### src/rtl/store_queue_ctrl.sv
// Circular store buffer: holds speculative stores until retired, drains retired stores in order.
// Store-to-load forwarding is built only when SQ_FORWARD_EN is defined.
module store_queue_ctrl #(
    parameter int unsigned DATA_W = 16,
    parameter int unsigned ADDR_W = 16,
    parameter int unsigned DEPTH  = 8,
    parameter int unsigned RET_W  = 3
) (
    input  logic                       clk,
    input  logic                       rst_n,
    input  logic                       flush,
    input  logic                       in_valid,
    input  logic [ADDR_W-1:0]          in_location,
    input  logic [DATA_W-1:0]          in_data,
    output logic                       store_stall,
    input  logic [RET_W-1:0]           retire_cnt,
    input  logic [ADDR_W-1:0]          search_location,
    output logic                       search_hit,
    output logic [DATA_W-1:0]          search_data,
    output logic                       mem_valid,
    output logic [ADDR_W-1:0]          mem_location,
    output logic [DATA_W-1:0]          mem_data,
    input  logic                       mem_ready,
    output logic [$clog2(DEPTH+1)-1:0] count,
    output logic [$clog2(DEPTH+1)-1:0] ret_count
);

    localparam int unsigned PTR_W = $clog2(DEPTH);
    localparam int unsigned CNT_W = $clog2(DEPTH + 1);
    localparam int unsigned CMP_W = (RET_W > CNT_W) ? RET_W : CNT_W;

    logic [PTR_W-1:0]  head_q, head_d, rptr_q, rptr_d, tail_q, tail_d;
    logic [CNT_W-1:0]  count_q, count_d, ret_count_q, ret_count_d;
    logic [ADDR_W-1:0] loc_q  [DEPTH];
    logic [ADDR_W-1:0] loc_d  [DEPTH];
    logic [DATA_W-1:0] data_q [DEPTH];
    logic [DATA_W-1:0] data_d [DEPTH];

    logic             enq, drain;
    logic [CNT_W-1:0] spec_cnt;
    logic [CMP_W-1:0] ret_req, spec_ext, ret_amt;

    assign store_stall = (count_q == CNT_W'(DEPTH));
    assign mem_valid   = (ret_count_q != '0);
    assign mem_location = mem_valid ? loc_q[head_q]  : '0;
    assign mem_data     = mem_valid ? data_q[head_q] : '0;
    assign count       = count_q;
    assign ret_count   = ret_count_q;

    always_comb begin
        enq      = in_valid && !store_stall && !flush;
        drain    = mem_valid && mem_ready;
        spec_cnt = count_q - ret_count_q;
        ret_req  = CMP_W'(retire_cnt);
        spec_ext = CMP_W'(spec_cnt);
        ret_amt  = (ret_req < spec_ext) ? ret_req : spec_ext;

        head_d      = head_q + PTR_W'(drain);
        rptr_d      = rptr_q + PTR_W'(ret_amt);
        ret_count_d = ret_count_q + CNT_W'(ret_amt) - CNT_W'(drain);
        // Flush keeps only retired entries: tail collapses onto the post-retire rptr.
        if (flush) begin
            tail_d  = rptr_d;
            count_d = ret_count_d;
        end else begin
            tail_d  = tail_q + PTR_W'(enq);
            count_d = count_q + CNT_W'(enq) - CNT_W'(drain);
        end

        loc_d  = loc_q;
        data_d = data_q;
        if (enq) begin
            loc_d[tail_q]  = in_location;
            data_d[tail_q] = in_data;
        end
    end

    always_ff @(posedge clk or negedge rst_n) begin
        if (!rst_n) begin
            head_q      <= '0;
            rptr_q      <= '0;
            tail_q      <= '0;
            count_q     <= '0;
            ret_count_q <= '0;
            for (int i = 0; i < DEPTH; i++) begin
                loc_q[i]  <= '0;
                data_q[i] <= '0;
            end
        end else begin
            head_q      <= head_d;
            rptr_q      <= rptr_d;
            tail_q      <= tail_d;
            count_q     <= count_d;
            ret_count_q <= ret_count_d;
            loc_q       <= loc_d;
            data_q      <= data_d;
        end
    end

`ifdef SQ_FORWARD_EN
    logic [PTR_W-1:0] idx;

    // Walk oldest to youngest so a later match overrides an earlier one.
    always_comb begin
        search_hit  = 1'b0;
        search_data = '0;
        idx         = '0;
        for (int i = 0; i < DEPTH; i++) begin
            idx = head_q + PTR_W'(i);
            if ((CNT_W'(i) < count_q) && (loc_q[idx] == search_location)) begin
                search_hit  = 1'b1;
                search_data = data_q[idx];
            end
        end
    end
`else
    logic unused_search;
    assign unused_search = ^search_location;
    assign search_hit    = 1'b0;
    assign search_data   = '0;
`endif

endmodule
### config.mk
export PLATFORM = sky130hd
export DESIGN_NAME = store_queue_ctrl
export DESIGN_NICKNAME = d
export VERILOG_FILES = /design/src/rtl/store_queue_ctrl.sv
export SDC_FILE = /design/constraint.sdc
export NUM_CORES = 1
export LEC_CHECK = 0
export ABC_CLOCK_PERIOD_IN_PS = 4700
export CAP_MARGIN = 20
export CORE_UTILIZATION = 30
export DETAILED_ROUTE_END_ITERATION = 10
export PLACE_DENSITY = 0.55
export SYNTH_ARGS = -nofsm -noshare
export SYNTH_HDL_FRONTEND = slang
export SYNTH_SLANG_ARGS = --single-unit
### constraint.sdc
create_clock -name clk -period 4.7 [get_ports clk]
set_input_delay 1.175 -clock clk [delete_from_list [all_inputs] [get_ports clk]]
set_output_delay 1.175 -clock clk [all_outputs]
set_load 0.02 [all_outputs]
==> impl_metrics.yaml, run 1 <==
cells_and_area:
  final_core_util: 0.365
  synthToLayoutAreaGrowth_pct: 19.2
  fin_cells: 1488
  layout.nets: 1004
  drive_above_1_share: 0.426
  fillers: 4092
clocking:
  clk_latency_ns: 0.54
  clock_sinks: 273
  numCtsBuffers: 30
  ctsResizeCount: 0
  cts_hold_buf: 0
  h-tree-depth: 1
  clk_pin_slew_ns: 0.06
  post_cts_buffers: 0
  cts_tree: "built"
  clockBufferDepth: 3
  root_buffer: "clkbuf_16"
critical_path:
  cp.depth: 5
  r2r_end: "count[3]$_DFF_PN0_"
  r2r_slack_ns: 0.90
  rr_worst_depth: 20
  end_kind: "primary output"
  path_max_fanout: 15
  crit_path_end: "mem_location[14]"
  reg2reg_from: "count[0]$_DFF_PN0_"
  max_stage_delay_ns: 0.63
  arrival_ns: 2.92
  crit_path_start: "head_q[0]$_DFF_PN0_"
  path_class: "flop to primary output"
  startpoint_type: "flop"
  crit_chain: "buf_4 > mux4_2 > mux2i_1 > nor2_1 > clkdlybuf4s50_1"
  critPathTopFamily: "buffers and inverters"
  cp_num_buf_inv: 2
  critPathSlowestCell: "dfrtp_4"
  critical_path_required_ns: 3.52
synthesis:
  yosys_register_bits: 273
  ys_types: 39
  syn_area_per_cell_sq_um: 15.5
  yosys_warnings: 0
  yosysSeqAreaShare: 0.529
  synthCells: 835
  syn-cell-area_sq_mm: 0.0129
timing:
  maxSlewHeadroom: 0.545
  min_period_over_period: 0.872
  fin_setup_tns_ns: 0
  setup_viol: 0
  rsz0062_at_grt: "false"
  finClkSkew_ns: 0.00792
  drv_slew: 0
  final_hold_viol_count: 0
  fmax_mhz: 244
  period_needed_ns: 4.10
  tightest_slew_ns: 0.678
flow_run:
  max-cap-violations: 0
drt:
  drcViolationCount: 0
  initialDrtViolationCount: 294
  vias_per_cell: 4.78
  routed_wl_mm: 28.7
  num_vias: 7116
  ant_nets: 0
  dr.pass1.iters: 4
  wl_per_cell_um: 19.3
global_routing:
  gr-total-overflow: 0
  grt_max_degree: 88
  grt_pass1_wl_mm: 46.3
  first_global_vias: 7910
  grt.total_usage: 0.136
  antenna_found_initial: 2
worst_hold_path:
  hold_path_class: "flop to flop"
power_and_ir_drop:
  pwr_density_cell_mw_per_mm2: 793
  peakVddDrop_uv: 470
  p_leak_nw: 6.68
floorplanning:
  die_x_um: 210
  start_util: 0.306
  design.core.area_sq_mm: 0.0422
  placementRows: 75
  die_area_sq_mm: 0.0439
  dieHeight_um: 210
  io_pins: 115
place:
  io_buffers: 81
  dp_hpwl_mm: 17.2
  gp_congestion: 0.713
  dp.cells: 1430
outcome:
  status: "complete, no violations"
-- worst min-delay path by stage --
stage	slack (ns)	depth (start not counted)	start	endpoint
CTS	0.49	1	data_q[94]$_DFFE_PN0P_	data_q[94]$_DFFE_PN0P_
detailed placement	0.47	1	data_q[94]$_DFFE_PN0P_	data_q[94]$_DFFE_PN0P_
floorplan	0.45	1	data_q[20]$_DFFE_PN0P_	data_q[20]$_DFFE_PN0P_
global placement	0.46	1	data_q[20]$_DFFE_PN0P_	data_q[20]$_DFFE_PN0P_
global route	0.51	1	data_q[94]$_DFFE_PN0P_	data_q[94]$_DFFE_PN0P_
finish	0.48	1	data_q[52]$_DFFE_PN0P_	data_q[52]$_DFFE_PN0P_
-- through the flow --
step,worst slack [ns],hold slack [ns],cell area [sq um],power [mW]
detailed placement,0.594,0.472,14400,10.0
floorplan,1.16,0.452,13000,8.15
global placement,0.571,0.463,14400,9.89
CTS,0.512,0.486,15400,12.4
finish,0.601,0.482,15400,12.2
global route,0.416,0.511,15400,13.1
-- kinds of logic (layout without fill, tap and decap cells) --
| family | Yosys count | after routing | synth area share |
|---|---|---|---|
| mux | 357 | 357 | 0.364 |
| flops | 273 | 273 | 0.529 |
| buf+inv | 89 | 185 | 0.0376 |
| simple gates | 62 | 62 | 0.0277 |
| fa+ha+maj | 25 | 25 | 0.0265 |
| compound gates | 17 | 17 | 0.00794 |
| xor+xnor | 11 | 11 | 0.00746 |
| other cells | 1 | 19 | 0.000290 |
-- layout make-up --
type	count	area, sq um	share of cell area
clock buffer	51	961	0.0624
antenna	2	5.00	0.000325
multi-input combinational	489	5680	0.369
timing repair buffer	105	1100	0.0712
inverter	24	90.1	0.00585
sequential	273	6840	0.444
clock inverter	5	53.8	0.00350
tap	539	674	0.0438
-- cells in the final DEF (no fill, tap or decap), types with 4 or more instances in the layout --
cell type	n
a21oi_1	7
buf_12	8
mux2i_1	34
clkbuf_8	11
conb_1	17
clkbuf_16	31
fa_1	4
dfrtp_1	270
xor2_1	6
xnor2_1	5
buf_4	16
mux2_2	251
mux2_1	8
nand2_1	6
mux4_2	64
inv_1	24
clkdlybuf4s50_1	80
nor2_1	36
clkbuf_1	9
ha_1	21
-- per-layer routing --
metal / wire [um] / global-route usage
met4: 305 / 0.0237
met3: 1080 / 0.0220
met1: 13800 / 0.194
met5: 17 / 0
met2: 13400 / 0.220
-- cells in the mapped netlist --
cell type	count	share of area
a31oi_1	1	0.00048
nor2_1	36	0.010
ha_1	21	0.020
nand3_2	1	0.00077
mux2_2	251	0.22
mux2_1	8	0.0070
and3_1	2	0.00097
a221oi_1	1	0.00068
conb_1	1	0.00029
nand3_1	1	0.00039
mux4_2	64	0.11
o211ai_1	2	0.0012
dfrtp_1	273	0.53
nand2b_4	1	0.0011
a21oi_1	7	0.0027
mux2i_1	34	0.026
buf_4	20	0.012
nor2b_1	2	0.00097
nor3b_2	1	0.00097
buf_6	6	0.0052
o21ai_0	3	0.0012
a21o_1	2	0.0012
nor2_2	1	0.00048
xor2_1	6	0.0041
and2_1	1	0.00048
clkbuf_1	11	0.0032
buf_1	3	0.00087
and2_4	1	0.00068
nor3b_4	3	0.0044
xnor2_1	5	0.0034
nor4_1	1	0.00048
nand3b_2	2	0.0017
inv_1	24	0.0070
buf_2	25	0.0097
nand3b_1	1	0.00058
fa_1	4	0.0062
nor3_4	1	0.0013
nand2_1	7	0.0020
o21a_1	1	0.00058
-- power breakdown --
group | total, mW | switching (mW) | internal [mW] | leakage [nW]
combinational | 5.64 | 2.48 | 3.16 | 2.84
clock | 2.36 | 0.925 | 1.44 | 0.502
sequential | 4.21 | 0.671 | 3.54 | 3.34
-- state kept, by name (all words and copies together) (netlist names) --
| register | flops |
|---|---|
| count | 4 |
| tail_q | 3 |
| rptr_q | 3 |
| head_q | 3 |
| loc_q | 128 |
| data_q | 128 |
| ret_count | 4 |
-- worst register-to-register path, cell delays in order (launching register included) --
cell and delay, ns:
dfrtp_1 0.44, inv_1 0.09, ha_1 0.15, inv_1 0.05
fa_1 0.37, xor2_1 0.21, inv_1 0.07, ha_1 0.29
a21oi_1 0.16, nand2_1 0.09, o21ai_0 0.21, nor2_1 0.08
a21oi_1 0.24, ha_1 0.31, inv_1 0.07, ha_1 0.22
a21o_1 0.17, a21oi_1 0.18, xnor2_1 0.17, nand2_1 0.07
o21ai_0 0.07
No activity file was read; power rests on OpenSTA's default activity.
==> run 2: changes to the inputs <==
- CTS_BUF_LIST: unset -> sky130_fd_sc_hd__clkbuf_16
==> run 2 against run 1 <==
Effect of this change: design area fell by 0.73%; largest cell class unchanged; register-to-register slack barely moved; sequential power barely moved; power fell by 1.6%; core utilization fell by 0.27 points; combinational power barely moved; highest routed layer unchanged; clock power fell by 8.5%; die area did not move.
==> impl_metrics.yaml, run 2 (synthesized netlist as in run 1, its figures left out) <==
drt:
  drcViolationCount: 0
  ant_nets: 0
  dr.pass1.iters: 4
  wl_per_cell_um: 19.2
  routed_wl_mm: 28.6
  initialDrtViolationCount: 317
  vias_per_cell: 4.79
  num_vias: 7120
clocking:
  clk_pin_slew_ns: 0.06
  h-tree-depth: 1
  cts_tree: "built"
  numCtsBuffers: 30
  post_cts_buffers: 0
  clk_latency_ns: 0.54
  ctsResizeCount: 0
  clock_sinks: 273
  cts_hold_buf: 0
  root_buffer: "clkbuf_16"
  clockBufferDepth: 3
critical_path:
  cp_num_buf_inv: 2
  critPathTopFamily: "buffers and inverters"
  r2r_slack_ns: 0.90
  critical_path_required_ns: 3.52
  end_kind: "primary output"
  arrival_ns: 2.93
  max_stage_delay_ns: 0.63
  crit_chain: "buf_4 > mux4_2 > mux2i_1 > nor2_1 > clkdlybuf4s50_1"
  startpoint_type: "flop"
  critPathSlowestCell: "dfrtp_4"
  path_class: "flop to primary output"
  path_max_fanout: 15
timing:
  fmax_mhz: 244
  finClkSkew_ns: 0.00772
  min_period_over_period: 0.873
  final.setup.worst_slack_ns: 0.597
  tightest_slew_ns: 0.671
  period_needed_ns: 4.10
  setup_viol: 0
  fin_setup_tns_ns: 0
  drv_slew: 0
  maxSlewHeadroom: 0.550
  rsz0062_at_grt: "false"
  final_hold_viol_count: 0
floorplanning:
  design.core.area_sq_mm: 0.0422
  die_area_sq_mm: 0.0439
  die_x_um: 210
  dieHeight_um: 210
  placementRows: 75
  start_util: 0.306
  io_pins: 115
global_routing:
  grt_pass1_wl_mm: 46.3
  grt.total_usage: 0.136
  gr-total-overflow: 0
  grt_max_degree: 88
  first_global_vias: 7928
  antenna_found_initial: 2
cells_and_area:
  drive_above_1_share: 0.414
  layout_common_cells: "dfrtp_1 (270), mux2_2 (251), clkdlybuf4s50_1 (80), mux4_2 (64), nor2_1 (36)"
  design_area_sq_mm: 0.0153
  fin_cells: 1487
  reg_top3: "data_q: 128 flops, loc_q: 128 flops"
  synthToLayoutAreaGrowth_pct: 18.3
  layout.nets: 1004
  final_common_cell: "dfrtp_1"
  final_core_util: 0.362
worst_hold_path:
  hold_path_class: "flop to flop"
outcome:
  status: "complete, no violations"
power_and_ir_drop:
  peakVddDrop_uv: 469
  pwr_density_cell_mw_per_mm2: 786
  p_leak_nw: 6.66
flow_run:
  max-cap-violations: 0
place:
  dp.cells: 1430
  io_buffers: 81
  dp_hpwl_mm: 17.2
  gp_congestion: 0.713
  preCtsSetupSlack_ns: 0.594
  placed_area_sq_mm: 0.0144
[run 2: cell types whose count changed in the layout (fill, tap and decap cells not counted)]
cell      delta
clkbuf_8    -11
clkinv_1    +11
clkbuf_1     -9
inv_1        +9
diode_2      -1
[run 2: layout make-up]
cell class                      instances  area, sq um
Clock inverter                         25          129
Inverter                               24         90.1
Timing Repair Buffer                  105         1100
Sequential cell                       273         6840
Antenna cell                            1         2.50
Multi-Input combinational cell        489         5680
Clock buffer                           31          776
Fill cell                            4098        26900
Tap cell                              539          674
[run 2: metal layers]
layer / share of wire / GRT usage / routed length, um / vias up
li1: - / - / - / 3213
met1: 0.49 / 0.195 / 14000 / 3772
met2: 0.47 / 0.219 / 13400 / 104
met3: 0.032 / 0.0217 / 926 / 29
met4: 0.011 / 0.0237 / 317 / 2
met5: 0.00042 / 0 / 12 / -
[run 2: path summary, 6_finish.rpt]
kind,from,to,cells after the start
hold / removal,data_q[52]$_DFFE_PN0P_,data_q[52]$_DFFE_PN0P_,1
max in group asynchronous,rst_n,loc_q[80]$_DFFE_PN0P_,2
hold reg to reg,data_q[52]$_DFFE_PN0P_,data_q[52]$_DFFE_PN0P_,1
setup / recovery,head_q[0]$_DFF_PN0_,mem_location[14],5
min in group asynchronous,rst_n,data_q[71]$_DFFE_PN0P_,1
setup reg to reg,count[0]$_DFF_PN0_,count[3]$_DFF_PN0_,20
[run 2: power by group]
group          switching [mW]  total [mW]  internal (mW)
clock network           0.920        2.16           1.24
registers               0.672        4.21           3.54
logic                    2.48        5.64           3.16
total                    4.07        12.0           7.93
[run 2: metrics by stage]
step | hold slack, ns | power (mW)
2_1_floorplan | 0.452 | 8.15
3_3_place_gp | 0.463 | 9.89
3_5_place_dp | 0.472 | 10.0
4_1_cts | 0.486 | 12.2
5_1_grt | 0.511 | 12.9
6_report | 0.482 | 12.0
==> run 3: changes to the inputs <==
- PLACE_DENSITY: 0.55 -> unset
- PLACE_DENSITY_LB_ADDON: unset -> 0.05
==> run 3 against run 2 <==
Effect of this change: sequential share of layout area decreased by 0.48 points; power increased by 4.4%; combinational power rose by 2%; critical path type unchanged; critical endpoint is now mem_data[7]; highest routed layer unchanged.
==> impl_metrics.yaml, run 3 (synthesized netlist as in run 1, its figures left out) <==
critical_path:
  end_kind: "primary output"
  cp.depth: 5
  reg2reg_from: "count[0]$_DFF_PN0_"
  path_class: "flop to primary output"
  arrival_ns: 3.08
  r2r_end: "count[3]$_DFF_PN0_"
  critPathTopFamily: "buffers and inverters"
  critPathSlowestCell: "dfrtp_4"
  crit_path_end: "mem_data[7]"
  startpoint_type: "flop"
  rr_worst_depth: 20
  crit_chain: "buf_4 > mux4_2 > mux2i_1 > nor2_1 > clkdlybuf4s50_1"
  path_max_fanout: 19
  r2r_slack_ns: 0.78
  crit_path_start: "head_q[0]$_DFF_PN0_"
  max_stage_delay_ns: 0.70
  critical_path_required_ns: 3.52
  cp_num_buf_inv: 2
timing:
  rsz0062_at_grt: "false"
  maxSlewHeadroom: 0.425
  setup_viol: 0
  min_period_over_period: 0.906
  drv_slew: 0
  final_hold_viol_count: 0
  tightest_slew_ns: 0.863
  fin_setup_tns_ns: 0
  final.setup.worst_slack_ns: 0.442
  period_needed_ns: 4.26
  fmax_mhz: 235
  finClkSkew_ns: 0.0119
floorplanning:
  dieHeight_um: 210
  placementRows: 75
  die_x_um: 210
  start_util: 0.306
  die_area_sq_mm: 0.0439
  io_pins: 115
  design.core.area_sq_mm: 0.0422
cells_and_area:
  layout_common_cells: "dfrtp_1 (270), mux2_2 (251), clkdlybuf4s50_1 (80), mux4_2 (64), clkbuf_16 (37)"
  drive_above_1_share: 0.422
  layout.nets: 1010
  reg_top3: "data_q: 128 flops, loc_q: 128 flops"
  synthToLayoutAreaGrowth_pct: 19.6
  fillers: 3986
  final_core_util: 0.366
  design_area_sq_mm: 0.0155
  final_common_cell: "dfrtp_1"
  multiInputGateArea_sq_mm: 0.00568
  regArea_sq_mm: 0.00684
global_routing:
  grt.total_usage: 0.155
  antenna_found_initial: 2
  grt_max_degree: 99
  grt_pass1_wl_mm: 50.7
  gr-total-overflow: 0
  first_global_vias: 8328
clocking:
  clockBufferDepth: 3
  numCtsBuffers: 34
  clk_pin_slew_ns: 0.05
  post_cts_buffers: 0
  h-tree-depth: 2
  ctsResizeCount: 0
  clk_latency_ns: 0.53
  cts_tree: "built"
  cts_hold_buf: 0
  clock_sinks: 273
  root_buffer: "clkbuf_16"
drt:
  drcViolationCount: 0
  routed_wl_mm: 32.3
  num_vias: 7269
  dr.pass1.iters: 4
  initialDrtViolationCount: 242
  ant_nets: 0
  vias_per_cell: 4.87
  wl_per_cell_um: 21.6
place:
  placed_area_sq_mm: 0.0144
  preCtsSetupSlack_ns: 0.499
  io_buffers: 81
  gp_congestion: 0.712
  dp_hpwl_mm: 19.3
power_and_ir_drop:
  combPwrFrac: 0.458
  intPower_mw: 8.22
  power.share.clock: 0.201
  p_leak_nw: 6.74
  peakVddDrop_uv: 418
  seqPwrFrac: 0.341
  swShare: 0.344
  pwr_density_cell_mw_per_mm2: 811
  p_sw_mw: 4.31
outcome:
  status: "complete, no violations"
flow_run:
  max-cap-violations: 0
worst_hold_path:
  hold_path_class: "flop to flop"
## run 3: worst min path at each step
stage | from | slack, ns | cells after the start | endpoint
floorplan | data_q[20]$_DFFE_PN0P_ | 0.45 | 1 | data_q[20]$_DFFE_PN0P_
detailed placement | loc_q[30]$_DFFE_PN0P_ | 0.47 | 1 | loc_q[30]$_DFFE_PN0P_
global route | data_q[77]$_DFFE_PN0P_ | 0.51 | 1 | data_q[77]$_DFFE_PN0P_
finish | loc_q[30]$_DFFE_PN0P_ | 0.48 | 1 | loc_q[30]$_DFFE_PN0P_
CTS | loc_q[30]$_DFFE_PN0P_ | 0.49 | 1 | loc_q[30]$_DFFE_PN0P_
global placement | data_q[20]$_DFFE_PN0P_ | 0.46 | 1 | data_q[20]$_DFFE_PN0P_
## run 3: stage by stage
step,instances,power (mW),hold WS [ns]
3_5_place_dp,1432,10.2,0.474
5_1_grt,1492,13.4,0.510
3_3_place_gp,1432,9.91,0.462
6_report,1493,12.5,0.478
4_1_cts,1492,12.8,0.487
2_1_floorplan,851,8.15,0.452
## run 3: layer usage
layer | global-route usage | part of all wire | vias to the layer above
met5 | 0 | 0.00040 | -
met4 | 0.0486 | 0.021 | 2
met3 | 0.0296 | 0.036 | 46
met2 | 0.265 | 0.50 | 112
met1 | 0.197 | 0.44 | 3908
li1 | - | - | 3201
## run 3: power by group through the flow
| stage | clock, mW | combinational, mW | sequential, mW |
|---|---|---|---|
| 2_1_floorplan | 0 | 4.17 | 3.98 |
| 3_3_place_gp | 0 | 5.70 | 4.22 |
| 3_5_place_dp | 0 | 5.82 | 4.34 |
| 4_1_cts | 2.62 | 5.86 | 4.30 |
| 5_1_grt | 2.71 | 6.24 | 4.45 |
| 6_report | 2.52 | 5.74 | 4.28 |
## run 3: final cells by class
class	instances	area share
well taps	539	0.0436
diodes	1	0.000162
clock buffers	37	0.0599
repair buffers	107	0.0711
inverters	24	0.00583
clock inverters	23	0.00939
flip-flops and latches	273	0.443
multi-input cells	489	0.367
